`src/rtl/hazard_scoreboard.sv`:
```
// Pipeline hazard controller: shift-register scoreboard of in-flight writers feeding
// forwarding selects, load-use stalls, multi-cycle post-jump flush and event counters.
module hazard_scoreboard #(
  parameter int REG_AW       = 5,
  parameter int STAGES       = 3,
  parameter int LOAD_LAT     = 1,
  parameter int FLUSH_CYCLES = 2,
  parameter int CNT_W        = 16,
  parameter int SEL_W        = $clog2(STAGES + 1)
) (
  input  logic              clk,
  input  logic              rst,
  input  logic              id_valid,
  input  logic [REG_AW-1:0] id_rs1,
  input  logic [REG_AW-1:0] id_rs2,
  input  logic              id_rs1_used,
  input  logic              id_rs2_used,
  input  logic [REG_AW-1:0] id_rd,
  input  logic              id_rd_we,
  input  logic              id_is_load,
  input  logic              jump_enable,
  output logic              wrEnable,
  output logic              stall,
  output logic              idexe_bubble,
  output logic              flush,
  output logic [SEL_W-1:0]  fwd_sel_a,
  output logic [SEL_W-1:0]  fwd_sel_b,
  output logic [CNT_W-1:0]  stall_cnt,
  output logic [CNT_W-1:0]  flush_cnt
);

  localparam int FC_W = (FLUSH_CYCLES > 1) ? $clog2(FLUSH_CYCLES) : 1;
  localparam logic [FC_W-1:0] FC_LOAD = FC_W'(FLUSH_CYCLES - 1);

  typedef struct packed {
    logic              valid;
    logic [REG_AW-1:0] rd;
    logic              we;
    logic              is_load;
  } entry_t;

  entry_t             sb_q [STAGES];
  entry_t             sb_d [STAGES];
  logic [STAGES-1:0]  writer;
  logic [FC_W-1:0]    fcnt_q, fcnt_d;
  logic [CNT_W-1:0]   stall_cnt_q, stall_cnt_d;
  logic [CNT_W-1:0]   flush_cnt_q, flush_cnt_d;

  logic [REG_AW-1:0]  op_rs   [2];
  logic               op_used [2];
  logic [SEL_W-1:0]   op_sel  [2];
  logic               op_lu   [2];
  logic               hazard;

  assign op_rs[0]   = id_rs1;
  assign op_rs[1]   = id_rs2;
  assign op_used[0] = id_rs1_used;
  assign op_used[1] = id_rs2_used;

  always_comb begin
    for (int k = 0; k < STAGES; k++) begin
      writer[k] = sb_q[k].valid && sb_q[k].we && (sb_q[k].rd != '0);
    end
  end

  // Scan oldest to youngest so the youngest matching writer overrides older ones.
  always_comb begin
    for (int op = 0; op < 2; op++) begin
      // NOTE: every output of this block gets a default first, so no path can infer a latch.
      op_sel[op] = '0;
      op_lu[op]  = 1'b0;
      for (int k = STAGES - 1; k >= 0; k--) begin
        if (op_used[op] && (op_rs[op] != '0) && writer[k] && (sb_q[k].rd == op_rs[op])) begin
          if (sb_q[k].is_load && (k < LOAD_LAT)) begin
            op_sel[op] = '0;
            op_lu[op]  = 1'b1;
          end else begin
            op_sel[op] = SEL_W'(k + 1);
            op_lu[op]  = 1'b0;
          end
        end
      end
    end
  end

  assign hazard       = id_valid && (op_lu[0] || op_lu[1]);
  assign flush        = jump_enable || (fcnt_q != '0);
  assign stall        = hazard && !flush;
  assign idexe_bubble = stall || flush;
  assign wrEnable     = !stall;
  assign fwd_sel_a    = op_sel[0];
  assign fwd_sel_b    = op_sel[1];
  assign stall_cnt    = stall_cnt_q;
  assign flush_cnt    = flush_cnt_q;

  always_comb begin
    sb_d[0] = '{valid:   id_valid && !stall && !flush,
                rd:      id_rd,
                we:      id_rd_we,
                is_load: id_is_load};
    for (int k = 1; k < STAGES; k++) begin
      sb_d[k] = sb_q[k-1];
    end

    if (jump_enable)         fcnt_d = FC_LOAD;
    else if (fcnt_q != '0)   fcnt_d = fcnt_q - FC_W'(1);
    else                     fcnt_d = '0;

    stall_cnt_d = (stall && (stall_cnt_q != '1)) ? stall_cnt_q + CNT_W'(1) : stall_cnt_q;
    flush_cnt_d = (jump_enable && (flush_cnt_q != '1)) ? flush_cnt_q + CNT_W'(1) : flush_cnt_q;
  end

  always_ff @(posedge clk or posedge rst) begin
    if (rst) begin
      // NOTE: the scoreboard array is reset on purpose; stale valid bits would forward or stall wrongly.
      for (int k = 0; k < STAGES; k++) begin
        sb_q[k] <= '0;
      end
      fcnt_q      <= '0;
      stall_cnt_q <= '0;
      flush_cnt_q <= '0;
    end else begin
      for (int k = 0; k < STAGES; k++) begin
        sb_q[k] <= sb_d[k];
      end
      fcnt_q      <= fcnt_d;
      stall_cnt_q <= stall_cnt_d;
      flush_cnt_q <= flush_cnt_d;
    end
  end

endmodule

```
`config.mk`:
```
export PLATFORM = sky130hd
export DESIGN_NAME = hazard_scoreboard
export DESIGN_NICKNAME = d
export VERILOG_FILES = /design/src/rtl/hazard_scoreboard.sv
export SDC_FILE = /design/constraint.sdc
export NUM_CORES = 1
export LEC_CHECK = 0
export ABC_CLOCK_PERIOD_IN_PS = 6490
export CAP_MARGIN = 15
export CELL_PAD_IN_SITES_DETAIL_PLACEMENT = 1
export CELL_PAD_IN_SITES_GLOBAL_PLACEMENT = 1
export CORE_ASPECT_RATIO = 1.2
export CORE_MARGIN = 2
export CORE_UTILIZATION = 40
export CTS_CLUSTER_DIAMETER = 60
export CTS_CLUSTER_SIZE = 28
export DETAILED_ROUTE_END_ITERATION = 10
export PLACE_DENSITY_LB_ADDON = 0.1
export RECOVER_POWER = 50
export SLEW_MARGIN = 20
export SYNTH_ARGS = -nofsm -noshare
export SYNTH_HDL_FRONTEND = slang
export SYNTH_SLANG_ARGS = --single-unit
```
`constraint.sdc`:
```
create_clock -name clk -period 6.49 [get_ports clk]
set_input_delay 1.298 -clock clk [delete_from_list [all_inputs] [get_ports clk]]
set_output_delay 1.298 -clock clk [all_outputs]
set_load 0.05 [all_outputs]
```
==> impl_metrics.py <==
metrics = {
    "detailed_routing": {
        "drtIter0Drc": 44,
        "drc_errors": 0,
        "wirelength_um": 6470,
        "drtAntennaViolNets": 0,
        "avgViaCountPerCell": 5.20,
        "firstDrtPassIters": 4,
        "wl_per_cell_um": 16.6,
        "vias": 2027,
    },
    "synthesis": {
        "synth.most_common_cell": "dfrtp_1",
        "synth_enable_flop_cells": 0,
        "synth_area_leaders": "dfrtp_1, xor2_1, xnor2_1, nand2_1, nand3_1",
        "syn_area_per_cell_um2": 11.5,
        "syn_area_um2": 2710,
        "yosysTopAreaCell": "dfrtp_1",
        "synth_top_area_frac": 0.507,
        "synth_flop_cell": "dfrtp_1",
        "synthArstFlopShare": 1.00,
        "ys_seq_area_frac": 0.507,
        "synth.distinct_cells": 43,
        "synth_nets": 260,
        "synth_common_cells": "dfrtp_1, xor2_1, xnor2_1",
        "yosysWarnings": 0,
        "syn_inst": 235,
        "ys_ff_latch": 55,
    },
    "setup_path": {
        "critPathRequiredTime_ns": 5.19,
        "cp_max_fo": 16,
        "worstSetupPathType": "in2out",
        "crit_arrival_ns": 4.13,
        "worstPathCellList": "clkdlybuf4s50_1 > or4_1 > o21ai_1 > nor4_4 > o21bai_4 > clkdlybuf4s50_1",
        "cpMaxStageDelayCell": "clkdlybuf4s50_1",
        "setup.worst_path.end_class": "output pin",
        "crit_top_cell": "clkdlybuf4s50_1",
        "critPathLaunchType": "primary input",
        "slowest_delay_ns": 0.90,
        "crit_buf_inv": 2,
        "critPathTopFamily": "buffers and inverters",
    },
    "placement": {
        "port_buffers": 62,
        "routabilityCongestion": 0.855,
        "place_hpwl_um": 4860,
    },
    "sta": {
        "drv_slew": 56,
        "setup_viol": 0,
        "hold_viol": 0,
        "skew_ns": 0.00359,
        "fmax_mhz": 184,
        "grt_setup_unrepaired": "no",
        "worst_slew_pin_slew_ns": 2.96,
        "tns_ns": 0,
        "final.min_clock_period_ns": 5.43,
        "fin_crit_sh": 0.837,
        "relSlewSlack": -0.970,
    },
    "global_route": {
        "grt_pass1_vias": 2130,
        "grt-busiest-layer": "met2",
        "grt_use_total": 0.190,
        "met3_usage": 0.0385,
        "grt_max_degree": 56,
        "grt_pass1_wl_um": 10800,
        "grt_util_met1": 0.252,
        "grtUsageMet2": 0.306,
        "grt_remaining_overflow": 0,
        "grt_antenna_before_repair": 0,
    },
    "cts": {
        "cts_buffers": 5,
        "cts_root_buffer": "clkbuf_8",
        "cts_tree": "done",
        "cts_setup_buffers": 0,
        "holdBufCountCts": 0,
        "clk_pin_slew_ns": 0.10,
        "h-tree-depth": 2,
        "cts_resized": 0,
        "clockBufferDepth": 2,
        "clock_latency_ns": 0.31,
        "clock-sinks": 55,
    },
    "power_and_ir_drop": {
        "powerDensity_nw_per_um2": 230,
        "vdd_drop_max_mv": 0.285,
        "p_leak_nw": 1.48,
    },
    "floorplanning": {
        "pin_count": 63,
        "rows": 32,
        "die-area_um2": 7460,
        "core_area_um2": 6490,
        "die_x_um": 79.2,
        "initial_core_util": 0.418,
        "die_h_um": 94.2,
    },
    "layout": {
        "drive_above_1_share": 0.0787,
        "syn2layout_area_growth_pct": 29.3,
        "fin_util": 0.541,
        "diodes": 0,
        "fill_cells": 719,
        "nNetsFinal": 329,
    },
    "min_path": {
        "hold_path_class": "reg2reg",
    },
    "flow_run": {
        "drv_cap": 1,
    },
    "status": {
        "violations": "capacitance limit, slew limit",
        "status": "complete, but fails checks",
    },
}
routing by layer:
layer | routed length, µm | share of wire
met1 | 2880 | 0.45
met2 | 3220 | 0.50
met3 | 237 | 0.037
met4 | 132 | 0.020
met5 | 0 | 0
state kept, by name, summed over array words and instances, names as in the netlist:
signal / cells
sb_q: 7
sb_d: 15
fcnt_q: 1
stall_cnt: 16
flush_cnt: 16
layout make-up:
| class | count | area [µm²] | share of cell area |
|---|---|---|---|
| Sequential cell | 55 | 1380 | 0.392 |
| Multi-Input combinational cell | 173 | 1290 | 0.367 |
| Timing Repair Buffer | 63 | 624 | 0.178 |
| Tap cell | 85 | 106 | 0.0303 |
| Clock buffer | 5 | 68.8 | 0.0196 |
| Inverter | 6 | 22.5 | 0.00642 |
| Clock inverter | 3 | 20.0 | 0.00571 |
layout by cell type (no fill, tap or decap), types with 2 or more instances in the layout:
cell / instances
and3_1: 3
and4_1: 2
clkbuf_8: 5
clkdlybuf4s50_1: 53
clkinvlp_4: 2
dfrtp_1: 55
dlygate4sd3_1: 9
ha_1: 2
inv_1: 4
mux2_1: 2
nand2_1: 20
nand3_1: 12
nand4_1: 5
nand4b_1: 2
nor2_1: 16
nor3_1: 6
nor3_2: 6
nor3b_1: 2
nor4_1: 5
nor4_4: 2
o21ai_0: 2
o311a_1: 2
or3_1: 2
or4_1: 3
xnor2_1: 23
xor2_1: 37
stage by stage:
stage	total power, mW	setup slack [ns]	instance area [µm²]	std cells	hold slack, ns
3_3_place_gp	0.624	1.11	3440	382	0.360
6_report	0.807	1.06	3510	390	0.387
2_1_floorplan	0.543	1.90	2710	235	0.354
5_1_grt	0.850	0.940	3510	390	0.412
4_1_cts	0.820	1.04	3520	390	0.388
3_5_place_dp	0.628	1.06	3440	382	0.362
power breakdown:
| group | internal [mW] | switching, mW | total [mW] | leakage, nW |
|---|---|---|---|---|
| clock | 0.0753 | 0.114 | 0.189 | 0.0402 |
| sequential | 0.370 | 0.0386 | 0.409 | 0.704 |
| combinational | 0.0773 | 0.131 | 0.208 | 0.738 |
worst paths after layout:
path	from	cells past startpoint	end	slack (ns)
min	sb_d[1]$_DFF_PP0_	0	sb_q[1]$_DFF_PP0_	0.39
max	id_rs2[1]	6	wrEnable	1.06
min reg2reg	sb_d[1]$_DFF_PP0_	0	sb_q[1]$_DFF_PP0_	0.39
max reg2reg	sb_d[11]$_DFF_PP0_	6	stall_cnt[1]$_DFFE_PP0P_	4.00
max in group asynchronous	rst	3	sb_q[3]$_DFF_PP0_	2.28
min in group asynchronous	rst	3	stall_cnt[4]$_DFFE_PP0P_	2.54
kinds of logic (layout without fill, tap and decap cells):
group | count (synthesis) | after routing | share of synthesized area
simple gates | 93 | 93 | 0.208
xor+xnor | 60 | 60 | 0.194
flops | 55 | 55 | 0.507
compound gates | 15 | 15 | 0.0563
buf+inv | 7 | 77 | 0.0125
mux | 3 | 3 | 0.0125
fa+ha+maj | 2 | 2 | 0.00922
No activity file was read; power rests on OpenSTA's default activity.
